### src/rtl/ads131_cmd_sequencer_if.sv
// Command-frame handshake between the ADS131 sequencer (master) and the SPI frame engine (slave).
interface ads131_cmd_sequencer_if;
   logic        frame_start;
   logic [31:0] frame_tx_word;
   logic        frame_done;
   logic [31:0] frame_rx_word;

   modport master (output frame_start, output frame_tx_word, input frame_done, input frame_rx_word);
   modport slave  (input frame_start, input frame_tx_word, output frame_done, output frame_rx_word);
endinterface

### src/rtl/ads131_cmd_sequencer.sv
// ADS131A0x link controller: hardware reset, checked power-up command sequence, then DRDY-driven data reads.
module ads131_cmd_sequencer #(
   parameter int unsigned RESET_LOW_CYCLES  = 250000,
   parameter int unsigned RESET_WAIT_CYCLES = 1000000,
   parameter logic [31:0] ENABLE_WORD       = 32'h4F0F_0000,
   parameter int unsigned MAX_RETRIES       = 15,
   parameter int unsigned FRAME_TIMEOUT     = 4096
) (
   input  logic                          system_clock,
   input  logic                          reset_n,
   input  logic                          start,
   output logic                          adc_reset_n,
   input  logic                          adc_drdy_n,
   ads131_cmd_sequencer_if.master        frame,
   output logic                          init_done,
   output logic                          init_error,
   output logic                          sample_valid,
   output logic [31:0]                   sample_word,
   output logic                          overrun,
   output logic [3:0]                    retry_count,
   output logic [3:0]                    state_dbg
);

   localparam logic [19:0] LOW_LAST  = 20'(RESET_LOW_CYCLES - 1);
   localparam logic [19:0] WAIT_LAST = 20'(RESET_WAIT_CYCLES - 1);
   localparam logic [11:0] TMO_LAST  = 12'(FRAME_TIMEOUT - 1);
   localparam logic [3:0]  RETRY_MAX = 4'(MAX_RETRIES);

   typedef enum logic [3:0] {
      IDLE     = 4'd0,
      RST_LOW  = 4'd1,
      RST_WAIT = 4'd2,
      CMD      = 4'd3,
      CMD_WAIT = 4'd4,
      CHK      = 4'd5,
      CHK_WAIT = 4'd6,
      EVAL     = 4'd7,
      RUN_IDLE = 4'd8,
      RUN_WAIT = 4'd9,
      ERROR    = 4'd10
   } state_t;

   state_t      state;
   logic [2:0]  step;
   logic [19:0] dly_cnt;
   logic [11:0] tmo_cnt;
   logic [15:0] resp;
   logic        resp_ok;
   logic        drdy_meta, drdy_sync, drdy_prev;
   logic        drdy_fall;
   logic        tmo_hit;
   logic [31:0] step_cmd;
   logic [15:0] step_exp;

   assign state_dbg = state;
   assign drdy_fall = drdy_prev & ~drdy_sync;
   assign tmo_hit   = (tmo_cnt == TMO_LAST);

   // DRDY idles high, so the synchroniser resets high to avoid a false edge out of reset.
   always_ff @(posedge system_clock or negedge reset_n) begin
      if (!reset_n) begin
         drdy_meta <= 1'b1;
         drdy_sync <= 1'b1;
         drdy_prev <= 1'b1;
      end else begin
         drdy_meta <= adc_drdy_n;
         drdy_sync <= drdy_meta;
         drdy_prev <= drdy_sync;
      end
   end

   always_comb begin
      step_cmd = 32'h0000_0000;
      step_exp = 16'hFF04;
      case (step)
         3'd1:    begin step_cmd = 32'h0655_0000; step_exp = 16'h0655; end
         3'd2:    begin step_cmd = ENABLE_WORD;   step_exp = 16'h2F0F; end
         3'd3:    begin step_cmd = 32'h0033_0000; step_exp = 16'h0033; end
         3'd4:    begin step_cmd = 32'h0555_0000; step_exp = 16'h0555; end
         default: begin step_cmd = 32'h0000_0000; step_exp = 16'hFF04; end
      endcase
   end

   // Counters default to zero each cycle and only advance while a state is held,
   // so every state entry starts them from zero.
   always_ff @(posedge system_clock or negedge reset_n) begin
      if (!reset_n) begin
         state               <= IDLE;
         step                <= 3'd0;
         dly_cnt             <= '0;
         tmo_cnt             <= '0;
         resp                <= '0;
         resp_ok             <= 1'b0;
         adc_reset_n         <= 1'b1;
         frame.frame_start   <= 1'b0;
         frame.frame_tx_word <= '0;
         init_done           <= 1'b0;
         init_error          <= 1'b0;
         sample_valid        <= 1'b0;
         sample_word         <= '0;
         overrun             <= 1'b0;
         retry_count         <= '0;
      end else begin
         frame.frame_start <= 1'b0;
         sample_valid      <= 1'b0;
         overrun           <= 1'b0;
         dly_cnt           <= '0;
         tmo_cnt           <= '0;
         case (state)
            IDLE, ERROR: begin
               if (start) begin
                  init_done   <= 1'b0;
                  init_error  <= 1'b0;
                  step        <= 3'd0;
                  retry_count <= '0;
                  adc_reset_n <= 1'b0;
                  state       <= RST_LOW;
               end
            end
            RST_LOW: begin
               if (dly_cnt == LOW_LAST) begin
                  adc_reset_n <= 1'b1;
                  state       <= RST_WAIT;
               end else begin
                  dly_cnt <= dly_cnt + 20'd1;
               end
            end
            RST_WAIT: begin
               if (dly_cnt == WAIT_LAST) state <= CMD;
               else dly_cnt <= dly_cnt + 20'd1;
            end
            CMD: begin
               frame.frame_start   <= 1'b1;
               frame.frame_tx_word <= step_cmd;
               state               <= CMD_WAIT;
            end
            CMD_WAIT: begin
               if (frame.frame_done) begin
                  state <= CHK;
               end else if (tmo_hit) begin
                  resp_ok <= 1'b0;
                  state   <= EVAL;
               end else begin
                  tmo_cnt <= tmo_cnt + 12'd1;
               end
            end
            // The ADC answers a command one frame late, so a null frame fetches the response.
            CHK: begin
               frame.frame_start   <= 1'b1;
               frame.frame_tx_word <= 32'h0000_0000;
               state               <= CHK_WAIT;
            end
            CHK_WAIT: begin
               if (frame.frame_done) begin
                  resp    <= frame.frame_rx_word[31:16];
                  resp_ok <= 1'b1;
                  state   <= EVAL;
               end else if (tmo_hit) begin
                  resp_ok <= 1'b0;
                  state   <= EVAL;
               end else begin
                  tmo_cnt <= tmo_cnt + 12'd1;
               end
            end
            EVAL: begin
               if (resp_ok && (resp == step_exp)) begin
                  retry_count <= '0;
                  if (step == 3'd4) begin
                     init_done <= 1'b1;
                     state     <= RUN_IDLE;
                  end else begin
                     step  <= step + 3'd1;
                     state <= CMD;
                  end
               end else if (retry_count < RETRY_MAX) begin
                  retry_count <= retry_count + 4'd1;
                  state       <= CMD;
               end else begin
                  init_error <= 1'b1;
                  state      <= ERROR;
               end
            end
            RUN_IDLE: begin
               if (drdy_fall) begin
                  frame.frame_start   <= 1'b1;
                  frame.frame_tx_word <= 32'h0000_0000;
                  state               <= RUN_WAIT;
               end
            end
            RUN_WAIT: begin
               if (drdy_fall) overrun <= 1'b1;
               if (frame.frame_done) begin
                  sample_word  <= frame.frame_rx_word;
                  sample_valid <= 1'b1;
                  state        <= RUN_IDLE;
               end else if (tmo_hit) begin
                  state <= RUN_IDLE;
               end else begin
                  tmo_cnt <= tmo_cnt + 12'd1;
               end
            end
            default: state <= IDLE;
         endcase
      end
   end

endmodule

### src/flat_wrapper.sv
// flat-port wrapper written by rule: the top's interface ports become plain ports
module ads131_cmd_sequencer_flat 
#(
   parameter int unsigned RESET_LOW_CYCLES  = 250000,
   parameter int unsigned RESET_WAIT_CYCLES = 1000000,
   parameter logic [31:0] ENABLE_WORD       = 32'h4F0F_0000,
   parameter int unsigned MAX_RETRIES       = 15,
   parameter int unsigned FRAME_TIMEOUT     = 4096
)
  (system_clock, reset_n, start, adc_reset_n, adc_drdy_n, init_done, init_error, sample_valid, sample_word, overrun, retry_count, state_dbg, frame_frame_start, frame_frame_tx_word, frame_frame_done, frame_frame_rx_word);
  ads131_cmd_sequencer_if frame_i ();
  input  logic system_clock;
  input  logic reset_n;
  input  logic start;
  output logic adc_reset_n;
  input  logic adc_drdy_n;
  output logic init_done;
  output logic init_error;
  output logic sample_valid;
  output logic [31:0] sample_word;
  output logic overrun;
  output logic [3:0] retry_count;
  output logic [3:0] state_dbg;
  output wire logic [$bits(frame_i.frame_start)-1:0] frame_frame_start;
  output wire logic [$bits(frame_i.frame_tx_word)-1:0] frame_frame_tx_word;
  input wire logic [$bits(frame_i.frame_done)-1:0] frame_frame_done;
  input wire logic [$bits(frame_i.frame_rx_word)-1:0] frame_frame_rx_word;
  assign frame_frame_start = frame_i.frame_start;
  assign frame_frame_tx_word = frame_i.frame_tx_word;
  assign frame_i.frame_done = frame_frame_done;
  assign frame_i.frame_rx_word = frame_frame_rx_word;
  ads131_cmd_sequencer #(.RESET_LOW_CYCLES(RESET_LOW_CYCLES), .RESET_WAIT_CYCLES(RESET_WAIT_CYCLES), .ENABLE_WORD(ENABLE_WORD), .MAX_RETRIES(MAX_RETRIES), .FRAME_TIMEOUT(FRAME_TIMEOUT)) u_core (.system_clock(system_clock), .reset_n(reset_n), .start(start), .adc_reset_n(adc_reset_n), .adc_drdy_n(adc_drdy_n), .frame(frame_i), .init_done(init_done), .init_error(init_error), .sample_valid(sample_valid), .sample_word(sample_word), .overrun(overrun), .retry_count(retry_count), .state_dbg(state_dbg));
endmodule
### config.mk
export PLATFORM = sky130hd
export DESIGN_NAME = ads131_cmd_sequencer_flat
export DESIGN_NICKNAME = d
export VERILOG_FILES = /design/src/rtl/ads131_cmd_sequencer_if.sv /design/src/rtl/ads131_cmd_sequencer.sv /design/src/flat_wrapper.sv
export SDC_FILE = /design/constraint.sdc
export NUM_CORES = 1
export LEC_CHECK = 0
export CAP_MARGIN = 5
export CORE_ASPECT_RATIO = 2
export CORE_MARGIN = 2
export CORE_UTILIZATION = 27
export CTS_BUF_LIST = sky130_fd_sc_hd__clkbuf_8
export DETAILED_ROUTE_END_ITERATION = 8
export REMOVE_ABC_BUFFERS = 1
export SYNTH_ARGS = -nofsm -noshare
export SYNTH_HDL_FRONTEND = slang
export SYNTH_SLANG_ARGS = --single-unit
### constraint.sdc
create_clock -name system_clock -period 3.41 [get_ports system_clock]
set_input_delay 0.5115 -clock system_clock [delete_from_list [all_inputs] [get_ports system_clock]]
set_output_delay 0.5115 -clock system_clock [all_outputs]
set_load 0.01 [all_outputs]
==> metrics.txt <==
clk root buf clkbuf_8; Setup Slack @ Placement 376.8 ps; share of cells above drive strength 1 0.1436; CP cell instances ha_1 -> ha_1 -> or4b_2 -> o2111a_1 -> o22ai_1 -> a2111oi_4 -> a21oi_1 -> o221ai_1 -> mux2_2; number of global-route vias before repair a little under 4000; Horiz. Die Dim 102.3 um; commonest non-fill, non-tap cells in the layout 106 x dfrtp_1, 93 x clkdlybuf4s50_1, 50 x nor2_1, 50 x mux2_2, 33 x nand2_1; # hold bufs at CTS 0; leakage power total 2.763 nW; # DRC 0; Post-synth top flop dfrtp_1; area delta synth->final 25.63%; PortBufs 94; WL/cell 14.89 um; post-route ant nets 0; clock insertion delay at the later pin of the skew report approximately 380 ps; critical path startpoint category flip-flop; non-filler instance count after layout 823; largest fanout on the critical path 14; cell family with most CP delay compound AO/OA/AOI/OAI gates; die height around 200 um; routability cong. 0.8230; initial antenna violation count 0; worst setup path class reg -> reg; first-pass GRT wire length 20040 um; worst vdd ir 271.5 uV; worst path arrival time 3360 ps; Total Power roughly 0.0047 W; top-level I/O count 115; worst hold path type in -> async; Yosys cell types 55; WP buf/inv 0; Slowest cell on crit path or4b_2; drt via density 4.564; Post-CTS Resized 0; Synth area leaders dfrtp_1 51%, mux2_2 11%, nor2_1 3.6%; pins over their slew limit 0; CP most frequent cell ha_1; Syn Area/Cell 11.13 um^2; Final Hold Fails 0; Yosys reg bits between 100 and 150; fin crit share 0.9104; Synth Warn # 0; FMAX 322.1 MHz; setup TNS 0 ps; Max-cap violations 0; outcome finished clean; Synth area leader dfrtp_1; number of synthesized flops with an enable pin 0; share of the synthesized area in the top cell type 0.5083; Final Setup Violations 0; CTS buffer count 9; post-synthesis sequential area ratio 0.5284; nets 605; Max clock buf depth 2; commonest non-fill, non-tap cell in the layout dfrtp_1; Initial Utilization 0.2720; Clock Sinks 110; DP HPWL between 9000 and 10000 um; Rel. slew slack 0.3142; initial drt markers 141; largest net degree at the start of global routing 58; Setup crit end kind flip-flop; placed cells 808; share of synthesized registers carrying an async set or reset 1.000; H-tree Lvls 3; GRT Total Usage 0.1253; CTS tree built; PD cells a little over 700 mW/mm^2; via count 3756; Post-Syn Area 0.005219 mm^2; Synth Instances around 470; Worst Path Required 3670 ps; DRT Pass-1 Iters 4; Clock transition at path regs 110 ps; Design Area, Final about 0.0066 mm^2; DIE AREA ~0.021 mm^2; Placed Area 0.006374 mm^2; fillers around 1900; Slew @ Worst Pin 1024 ps; Crit path largest cell delay 640 ps; # diodes 0; Final Worst Setup Slack ~310 ps; routed wire length 12260 um; Final Skew 17.19 ps; core area 0.01919 mm^2; Site Rows between 70 and 80; setup bufs post-CTS 0; RSZ-0062 raised after global routing false; GR Overflow Total 0; min Tclk post-route about 3100 ps
[worst reg2reg max path, cell delays in order, from the launching register on]
cell and delay [ps]:
dfrtp_1 500, ha_1 200, ha_1 450, or4b_2 640, o2111a_1 160, o22ai_1 230
a2111oi_4 120, a21oi_1 260, o221ai_1 170, mux2_2 280
[cells by family after synthesis]
logic type | share of synthesized area
xor gates and xnor gates | 0.05370
buffers and inverters | 0.05250
other | 0.0007186
adders and majority gates | 0.01918
muxes | 0.1136
DFF | 0.5284
AOI/OAI and AO/OA | 0.08415
and+or+nand+nor | 0.1477
[through the flow]
stage               utilization  hold slack, ps
floorplan                     -           215.9
global placement         0.3322           349.1
detailed placement       0.3322           355.2
CTS                      0.3417           205.4
global route             0.3417           226.0
finish                   0.3417           174.6
[Yosys cell counts (2+ instances only)]
cell type  count
mux2_2        50
or3_1          3
nand2b_1       4
a21oi_1       11
xnor2_1       14
ha_1           8
nor2b_1        2
clkbuf_1      11
inv_1         12
nor4b_1        2
a32o_1         3
nor3_1         4
nand3_1       18
o221ai_1       2
buf_4         23
o21bai_1       3
or4_1          2
mux2i_1        3
a2111oi_4      2
nor3b_1        2
dfstp_2        4
nor2_1        50
a22o_1         3
a31oi_1        3
o22ai_1        4
o21a_1         3
nand2_1       33
nand3b_1       4
buf_1          4
xor2_1        18
nand4_1        4
and2_1         3
and3_1        15
dfrtp_1      106
or2_2          2
o21ai_0       15
[power breakdown]
group	leakage, nW	internal, W	switching [W]
Clock	0.0890	0.000276	0.000472
Sequential	1.42	0.00170	0.000346
Combinational	1.26	0.00106	0.000892
[path summary, 6_finish.rpt]
| check | end | from | slack [ps] | cells after the start |
|---|---|---|---|---|
| worst min register to register | u_core.drdy_sync$_DFF_PN1_ | u_core.drdy_meta$_DFF_PN1_ | 370 | 0 |
| max in group asynchronous | u_core.adc_reset_n$_DFFE_PN1P_ | reset_n | 2410 | 2 |
| worst max register to register | u_core.state_dbg[0]$_DFFE_PN0P_ | u_core.step[0]$_DFFE_PN0P_ | 310 | 9 |
| worst max-delay path | u_core.state_dbg[0]$_DFFE_PN0P_ | u_core.step[0]$_DFFE_PN0P_ | 310 | 9 |
| worst min-delay path | u_core.sample_word[30]$_DFFE_PN0P_ | reset_n | 170 | 1 |
| min in group system_clock | u_core.drdy_sync$_DFF_PN1_ | u_core.drdy_meta$_DFF_PN1_ | 370 | 0 |
[cell type report]
class | instances | area (um^2) | area share
Tap cell | 259 | 324.1 | 0.04943
Timing Repair Buffer | 99 | 988.4 | 0.1508
Clock buffer | 9 | 123.9 | 0.01889
Multi-Input combinational cell | 328 | 2258 | 0.3445
Inverter | 12 | 45.04 | 0.006870
Sequential cell | 110 | 2758 | 0.4206
Clock inverter | 6 | 58.81 | 0.008969
[sequential cells by signal, summed over array words and instances, names as in the netlist, 3 cells and up]
signal and cells:
u_core.sample_word 32, u_core.frame.frame_tx_word 9, u_core.state_dbg 4, u_core.tmo_cnt 12, u_core.dly_cnt 20, u_core.retry_count 4, u_core.resp 16, u_core.step 3
[layer usage]
metal  wire [um]  vias up  global-route usage
li1            -     1765                   -
met1        4296     1898              0.1329
met2        7364       77              0.2415
met3         289       16             0.01462
met4         308        0             0.04810
met5           0        -                   0
No activity file was read; power rests on OpenSTA's default activity.
